## src/rtl/ring_stop_arb.sv

```systemverilog
// ---------------------------------------------------------------------------
// ring_stop_arb
//
// Output stage of a ring stop. Two two-register FIFO sources are merged into
// one registered ring link that writes into the next hop's FIFO:
//   - through traffic (upstream ring) has priority,
//   - local injection is forced through after STARVE_MAX consecutive
//     contested through grants, so it can never be starved.
// Sustains one flit per cycle while downstream is not full.
//
// Handshake: a source flit is consumed in the cycle its rd enable is high.
// A rd enable is only raised while that source reports not-empty. The
// downstream FIFO accepts a flit in the cycle oDnWrEn is high, and oDnWrEn is
// never high while iDnFul is high.
//
// Ports
//   clk           clock
//   rst           asynchronous reset, active low
//   iThrNotEmpty  through FIFO holds a flit
//   iThrDat       through FIFO head flit
//   oThrRdEn      pop through FIFO this cycle
//   iLocNotEmpty  local inject FIFO holds a flit
//   iLocDat       local FIFO head flit
//   oLocRdEn      pop local FIFO this cycle
//   iDnFul        downstream FIFO full
//   oDnWrEn       write flit into downstream FIFO
//   oDnWrDat      flit to downstream FIFO
//   oLocGnt       flit in the output register came from the local source
// ---------------------------------------------------------------------------
module ring_stop_arb #(
    parameter int WIDTH      = 32,
    parameter int STARVE_MAX = 8
) (
    input  logic             clk,
    input  logic             rst,
    input  logic             iThrNotEmpty,
    input  logic [WIDTH-1:0] iThrDat,
    output logic             oThrRdEn,
    input  logic             iLocNotEmpty,
    input  logic [WIDTH-1:0] iLocDat,
    output logic             oLocRdEn,
    input  logic             iDnFul,
    output logic             oDnWrEn,
    output logic [WIDTH-1:0] oDnWrDat,
    output logic             oLocGnt
);

    localparam int CW = $clog2(STARVE_MAX + 1);
    localparam logic [CW-1:0] STARVE_LIM = CW'(STARVE_MAX);

    logic             out_vld_q, out_vld_d;
    logic [WIDTH-1:0] out_dat_q, out_dat_d;
    logic             loc_gnt_q, loc_gnt_d;
    logic [CW-1:0]    starve_cnt_q, starve_cnt_d;

    logic load;
    logic both;
    logic grant_thr;
    logic grant_loc;

    // iDnFul is only looked at while the output register is valid, so an
    // unknown full flag from an idle link cannot leak into the datapath.
    always_comb begin
        load      = out_vld_q ? !iDnFul : 1'b1;
        both      = iThrNotEmpty && iLocNotEmpty;
        grant_loc = iLocNotEmpty && (!iThrNotEmpty || (starve_cnt_q == STARVE_LIM));
        grant_thr = iThrNotEmpty && !grant_loc;
    end

    // Pops are suppressed while reset is asserted: the register cannot
    // capture a flit then, so popping would lose it.
    assign oThrRdEn = rst && load && grant_thr;
    assign oLocRdEn = rst && load && grant_loc;
    assign oDnWrEn  = out_vld_q ? !iDnFul : 1'b0;
    assign oDnWrDat = out_dat_q;
    assign oLocGnt  = loc_gnt_q;

    always_comb begin
        out_vld_d    = out_vld_q;
        out_dat_d    = out_dat_q;
        loc_gnt_d    = loc_gnt_q;
        starve_cnt_d = starve_cnt_q;

        if (load) begin
            if (grant_thr || grant_loc) begin
                out_vld_d = 1'b1;
                out_dat_d = grant_loc ? iLocDat : iThrDat;
                loc_gnt_d = grant_loc;
            end else begin
                // Register drains with nothing to refill it; data is kept.
                out_vld_d = 1'b0;
            end
        end

        // Starvation counts only contested through grants; it restarts
        // whenever local gets a slot or has nothing to send.
        if (!iLocNotEmpty) begin
            starve_cnt_d = '0;
        end else if (load && grant_loc) begin
            starve_cnt_d = '0;
        end else if (load && both && grant_thr && (starve_cnt_q != STARVE_LIM)) begin
            starve_cnt_d = starve_cnt_q + 1'b1;
        end
    end

    always_ff @(posedge clk or negedge rst) begin
        if (!rst) begin
            out_vld_q    <= 1'b0;
            out_dat_q    <= '0;
            loc_gnt_q    <= 1'b0;
            starve_cnt_q <= '0;
        end else begin
            out_vld_q    <= out_vld_d;
            out_dat_q    <= out_dat_d;
            loc_gnt_q    <= loc_gnt_d;
            starve_cnt_q <= starve_cnt_d;
        end
    end

endmodule

```

## config.mk

```make
export PLATFORM = sky130hd
export DESIGN_NAME = ring_stop_arb
export DESIGN_NICKNAME = d
export VERILOG_FILES = /design/src/rtl/ring_stop_arb.sv
export SDC_FILE = /design/constraint.sdc
export NUM_CORES = 1
export LEC_CHECK = 0
export BUFFER_PORTS_ARGS = -buffer_cell sky130_fd_sc_hd__buf_2
export CAP_MARGIN = 20
export CORE_ASPECT_RATIO = 1.4
export CORE_UTILIZATION = 47
export CTS_CLUSTER_DIAMETER = 30
export CTS_CLUSTER_SIZE = 30
export DETAILED_ROUTE_END_ITERATION = 16
export GPL_TIMING_DRIVEN = 0
export PLACE_DENSITY = 0.92
export SYNTH_ARGS = -nofsm -noshare
export SYNTH_HDL_FRONTEND = slang
export SYNTH_SLANG_ARGS = --single-unit
```

## constraint.sdc

```tcl
create_clock -name clk -period 2.03 [get_ports clk]
set_input_delay 0.203 -clock clk [delete_from_list [all_inputs] [get_ports clk]]
set_output_delay 0.203 -clock clk [all_outputs]
set_load 0.02 [all_outputs]
```

## After elaboration in Yosys (flattened, before gate mapping)

Index checks and enable logic that the tools add are counted.

- Register bits after elaboration: 38
- Output and inout port bits: 36

- Add/subtract/negate cells: 1
- Mux-type cells: 7
- Reduce and logical (&&, ||, !) cells: 16
- Equal/unequal tests: 3

Operators by type and width:

| kind | number |
|---|---|
| 32-bit two-way mux | 1 |
| 4-bit two-way mux | 3 |
| 1-bit logical AND | 10 |
| 4-bit by 1-bit adder with 4-bit output (second input constant) | 1 |
| 4-bit equality test (second input constant) | 1 |
| 4-bit inequality test (second input constant) | 1 |
| 1-bit zero test | 3 |
| 1-bit two-way mux | 3 |
| 3-bit by 1-bit inequality test with 1-bit output (second input constant) | 1 |
| 1-bit logical OR | 2 |
| 2-bit AND reduction | 1 |

## Longest topological paths before layout

- Depth after elaboration: 10
- Gate-level depth with buffers: 7
- Gate-level depth less buffers: 5

## Least setup slack after synthesis

OpenSTA, ideal clock, no wires.

- Path kind: reg2out
- Start point: reg starve_cnt_q[0]
- End point: out oThrRdEn
- Stages on the path, launching flop included: 6
- Setup slack: 0.433 ns
- Arrival: 1.394 ns
- Path through: dfrtp_1 > inv_1 > ha_1 > nand4b_2 > nand2_1 > nor3b_1

- Word-level cells in the longest chain between the ends: 6

RTL lines:

| what | RTL line | text |
|---|---|---|
| start: declaration | 54 | `logic [CW-1:0] starve_cnt_q, starve_cnt_d;` |
| start signal: assignment | 116 | `starve_cnt_q <= starve_cnt_d;` |
| 4-bit equality test | 66 | `grant_loc = iLocNotEmpty && (!iThrNotEmpty \|\| (starve_cnt_q == STARVE_LIM));` |
| 1-bit logical OR | 66 |  |
| 1-bit logical AND | 66 |  |
| 1-bit zero test | 67 | `grant_thr = iThrNotEmpty && !grant_loc;` |
| 1-bit logical AND | 67 |  |
| 1-bit logical AND | 72 | `assign oThrRdEn = rst && load && grant_thr;` |
| end: declaration | 38 | `output logic oThrRdEn,` |

Every way passes these cells.

## Worst setup path in the final report

Ends and elaborated chain as after synthesis.

==> out/metrics.sh <==
CRITPATHLAUNCHTYPE='flop'
SKEW_NS=0.00779
ROUTE.DETAILED.DRC=0
DIE_WIDTH_UM=60.3
STATIC-LEAKAGE-POWER_uW=0.00144
FINISH.NET_COUNT=405
PWR-SHARE-COMB=0.299
INSERTION_DELAY_NS=0.28
ACHIEVABLE-FREQUENCY_GHz=0.522
DETAIL_ROUTE.WIRELENGTH_UM=5780
MAX-VDD-IR-DROP_V=0.000515
SETUP.WORST_PATH.END_CLASS='output port'
SYNTH_AREA_PER_CELL_UM2=9.98
PIN_COUNT=105
NUM-FILL-CELLS=372
ROUTABILITYCONGESTION=0.776
START_UTIL=0.493
YS.FLOP_TYPE='sky130_fd_sc_hd__dfrtp_1'
SETUP_REPAIR_AFTER_GLOBAL_ROUTING_MISSED_ITS_MARGIN='false'
PORT_BUFFERS=103
VIAS_IN_THE_FIRST_GLOBAL_ROUTE=2142
VIAS_PER_CELL=5.45
FLOW.AREA_GROWTH_FROM_SYNTHESIS_PCT=31.4
CP_DATA_REQUIRED_TIME_NS=1.83
PLACED_CELLS_INCL_TAPS=389
SETUP_VIOL_COUNT_FINAL=0
DRIVE_GT1_FRAC=0.466
SEQ_AREA_UM2=951
YOSYS_WARNINGS=0
CTS_HTREE_LEVELS=2
WORST_SLEW_SLACK_AS_A_FRACTION_OF_ITS_LIMIT=0.433
NUMCLOCKSINKS=38
STATUS='finished, final reports clean'
FP.COREAREA_UM2=4540
ANT_NETS=0
GLOBALROUTETOTALUTIL=0.245
SEQUENTIALPOWERSHARE=0.415
SYNTH_SEQ_CELLS=38
TOP_CELLS_BY_INSTANCE_COUNT_AFTER_SYNTHESIS='sky130_fd_sc_hd__dfrtp_1, sky130_fd_sc_hd__inv_1, sky130_fd_sc_hd__nand2_1'
FIN_WS_NS=0.115
GRT_USE_MET2=0.442
GRT_USE_MET1=0.270
PLACED_WIRE_LENGTH_ESTIMATE_UM=4300
GRT_START_MAX_NET_PINS=41
CTS_TREE='done'
PATH_CLASS='reg2out'
MULTI_INPUT_AREA_UM2=1010
YS_TYPES=30
HOLDBUFCOUNTCTS=0
SYN-NUM-NETS=295
GRT_UTIL_MET3=0.0403
SWITCHINGPOWER_uW=702
WORST_SETUP_HOLD_PATH_CLK_SLEW_NS=0.08
YOSYS.AREA.TOP_TYPE='sky130_fd_sc_hd__dfrtp_1'
SYNTHDOMINANTCELLAREASHARE=0.426
DR.FIRST_ITER.DRC_COUNT=72
BUSIEST_LAYER='met2'
SEQ_AREA_FRAC_SYNTH=0.426
CTS-ROOT-TO-SINK-BUFFERS=2
WORSTMARGINPINSLEW_NS=0.850
CLK_ROOT_BUFFER_CELL='sky130_fd_sc_hd__clkbuf_8'
PATH_MAX_FANOUT=7
TIMING.MAX_CAP.VIOLATIONS=0
SYNTHARSTFLOPSHARE=1.00
MAXSLEWVIOLCOUNT=0
PLACEMENTROWS=29
ANTENNA-DIODE-COUNT=0
FINALHOLDVIOLATIONS=0
SWSHARE=0.323
SYNTH_MOST_COMMON_CELL='sky130_fd_sc_hd__dfrtp_1'
INTERNAL_POWER_uW=1470
GRT_FIRST_PASS_WIRELENGTH_UM=9460
PORTION_OF_THE_CLOCK_CYCLE_CONSUMED_BY_THE_WORST_PATH_IN_THE_FINAL_LAYOUT=0.943
SHARE_CLK_OF_TOTAL_POWER=0.287
DETAIL_ROUTE.WL_PER_CELL_UM=14.6
DETAILROUTE.VIA_COUNT=2163
NUMBER_OF_INSTANCES_IN_THE_SYNTHESIZED_NETLIST=224
NUMBER_OF_ENABLE_FLIP_FLOP_CELLS_AFTER_SYNTHESIS=0
CTS_POST_SETUP_BUFFERS_INSERTED=0
CTS-BUFFERS-INSERTED=5
CTS_REPAIR_RESIZE_COUNT=0
WORSTHOLDPATHTYPE='in2async'
FINAL_TNS_SETUP_NS=0
PERIOD_MINUS_SLACK_NS=1.91
DRT_PRE_ANTENNA_ITERS=4
FINAL_CELLS=397
GR-TOTAL-OVERFLOW=0
DIE_Y_UM=83.6
YS_TOP_CELLS_BY_AREA='sky130_fd_sc_hd__dfrtp_1, sky130_fd_sc_hd__o221ai_2, sky130_fd_sc_hd__nand4_1'
POST-PLACE-WS_NS=0.421
AREA_ENCLOSED_BY_THE_DIE_BOUNDARY_UM2=5040
POST_SYNTH_DESIGN_CELL_AREA_UM2=2230
ANTENNA_FOUND_INITIAL=0
POWER_DENSITY_nW_PER_UM2=741
CRITICAL_PATH_ARRIVAL_NS=1.71
-- worst max-delay path: stages, from the launching register on --
cell	delay (ns)
sky130_fd_sc_hd__dfrtp_1	0.42
sky130_fd_sc_hd__inv_1	0.06
sky130_fd_sc_hd__ha_1	0.22
sky130_fd_sc_hd__nand4b_2	0.17
sky130_fd_sc_hd__nand2_1	0.13
sky130_fd_sc_hd__nor3b_1	0.23
sky130_fd_sc_hd__buf_2	0.20
-- stage by stage --
step / hold slack [ns] / util / instance area, um^2 / power, uW
floorplan: -0.0926 / - / 2230 / 1330
global placement: 0.359 / 0.623 / 2830 / 1550
detailed placement: 0.355 / 0.623 / 2830 / 1570
CTS: 0.0493 / 0.647 / 2940 / 2190
global route: 0.0922 / 0.647 / 2940 / 2290
finish: 0.0223 / 0.647 / 2940 / 2180
-- logic make-up (layout without fill, tap and decap cells) --
| kind of cell | after synthesis | in the layout | share of synthesized area |
|---|---|---|---|
| flops | 38 | 38 | 0.426 |
| simple gates | 85 | 85 | 0.204 |
| buf+inv | 59 | 170 | 0.120 |
| fa+ha+maj | 2 | 2 | 0.0112 |
| compound gates | 40 | 40 | 0.239 |
-- power groups by stage --
stage	combinational, uW	sequential, uW	clock, uW
after floorplan	296	1040	0
after global placement	634	912	0
after detailed placement	654	915	0
after CTS	656	901	633
after global routing	711	912	669
final	650	902	624
-- per-layer routing --
metal | routed length, um | part of all wire | vias to the layer above
met5 | 0 | 0 | -
met4 | 93 | 0.016 | 0
met3 | 287 | 0.050 | 10
met2 | 3150 | 0.54 | 79
met1 | 2250 | 0.39 | 1048
li1 | - | - | 1026
-- sequential cells by signal, summed over array words and instances (netlist names) --
register,count
oDnWrDat,32
oLocGnt,1
out_vld_q,1
starve_cnt_q,4
-- layout make-up --
cell class | count | share of cell area
buffer | 23 | 0.0456
clock buffer | 5 | 0.0234
clock inverter | 3 | 0.0136
inverter | 36 | 0.0460
multi-input combinational | 127 | 0.346
sequential | 38 | 0.324
tap | 62 | 0.0264
timing repair buffer | 103 | 0.176
-- cells in the final DEF (no fill, tap or decap), drive strengths merged, types with 2 or more instances in the layout --
| cell | n |
|---|---|
| buf | 118 |
| dfrtp | 38 |
| inv | 36 |
| nand2 | 35 |
| nand4 | 32 |
| o221ai | 32 |
| clkbuf | 13 |
| nand3 | 4 |
| nand4b | 3 |
| nand2b | 2 |
| or3 | 2 |
| a21oi | 2 |
| ha | 2 |
| clkinv | 2 |
-- worst paths after layout --
check,slack (ns),from,depth (start not counted),endpoint
setup / recovery,0.12,starve_cnt_q[0]$_DFFE_PN0P_,6,oThrRdEn
hold / removal,0.02,rst,1,oDnWrDat[19]$_DFFE_PN0P_
setup reg to reg,0.38,starve_cnt_q[0]$_DFFE_PN0P_,6,oDnWrDat[4]$_DFFE_PN0P_
hold reg to reg,0.54,oLocGnt$_DFFE_PN0P_,2,oLocGnt$_DFFE_PN0P_
max in group asynchronous,1.48,rst,1,oDnWrDat[31]$_DFFE_PN0P_
min in group clk,0.18,iThrDat[30],3,oDnWrDat[30]$_DFFE_PN0P_
No activity file was read; power rests on OpenSTA's default activity.
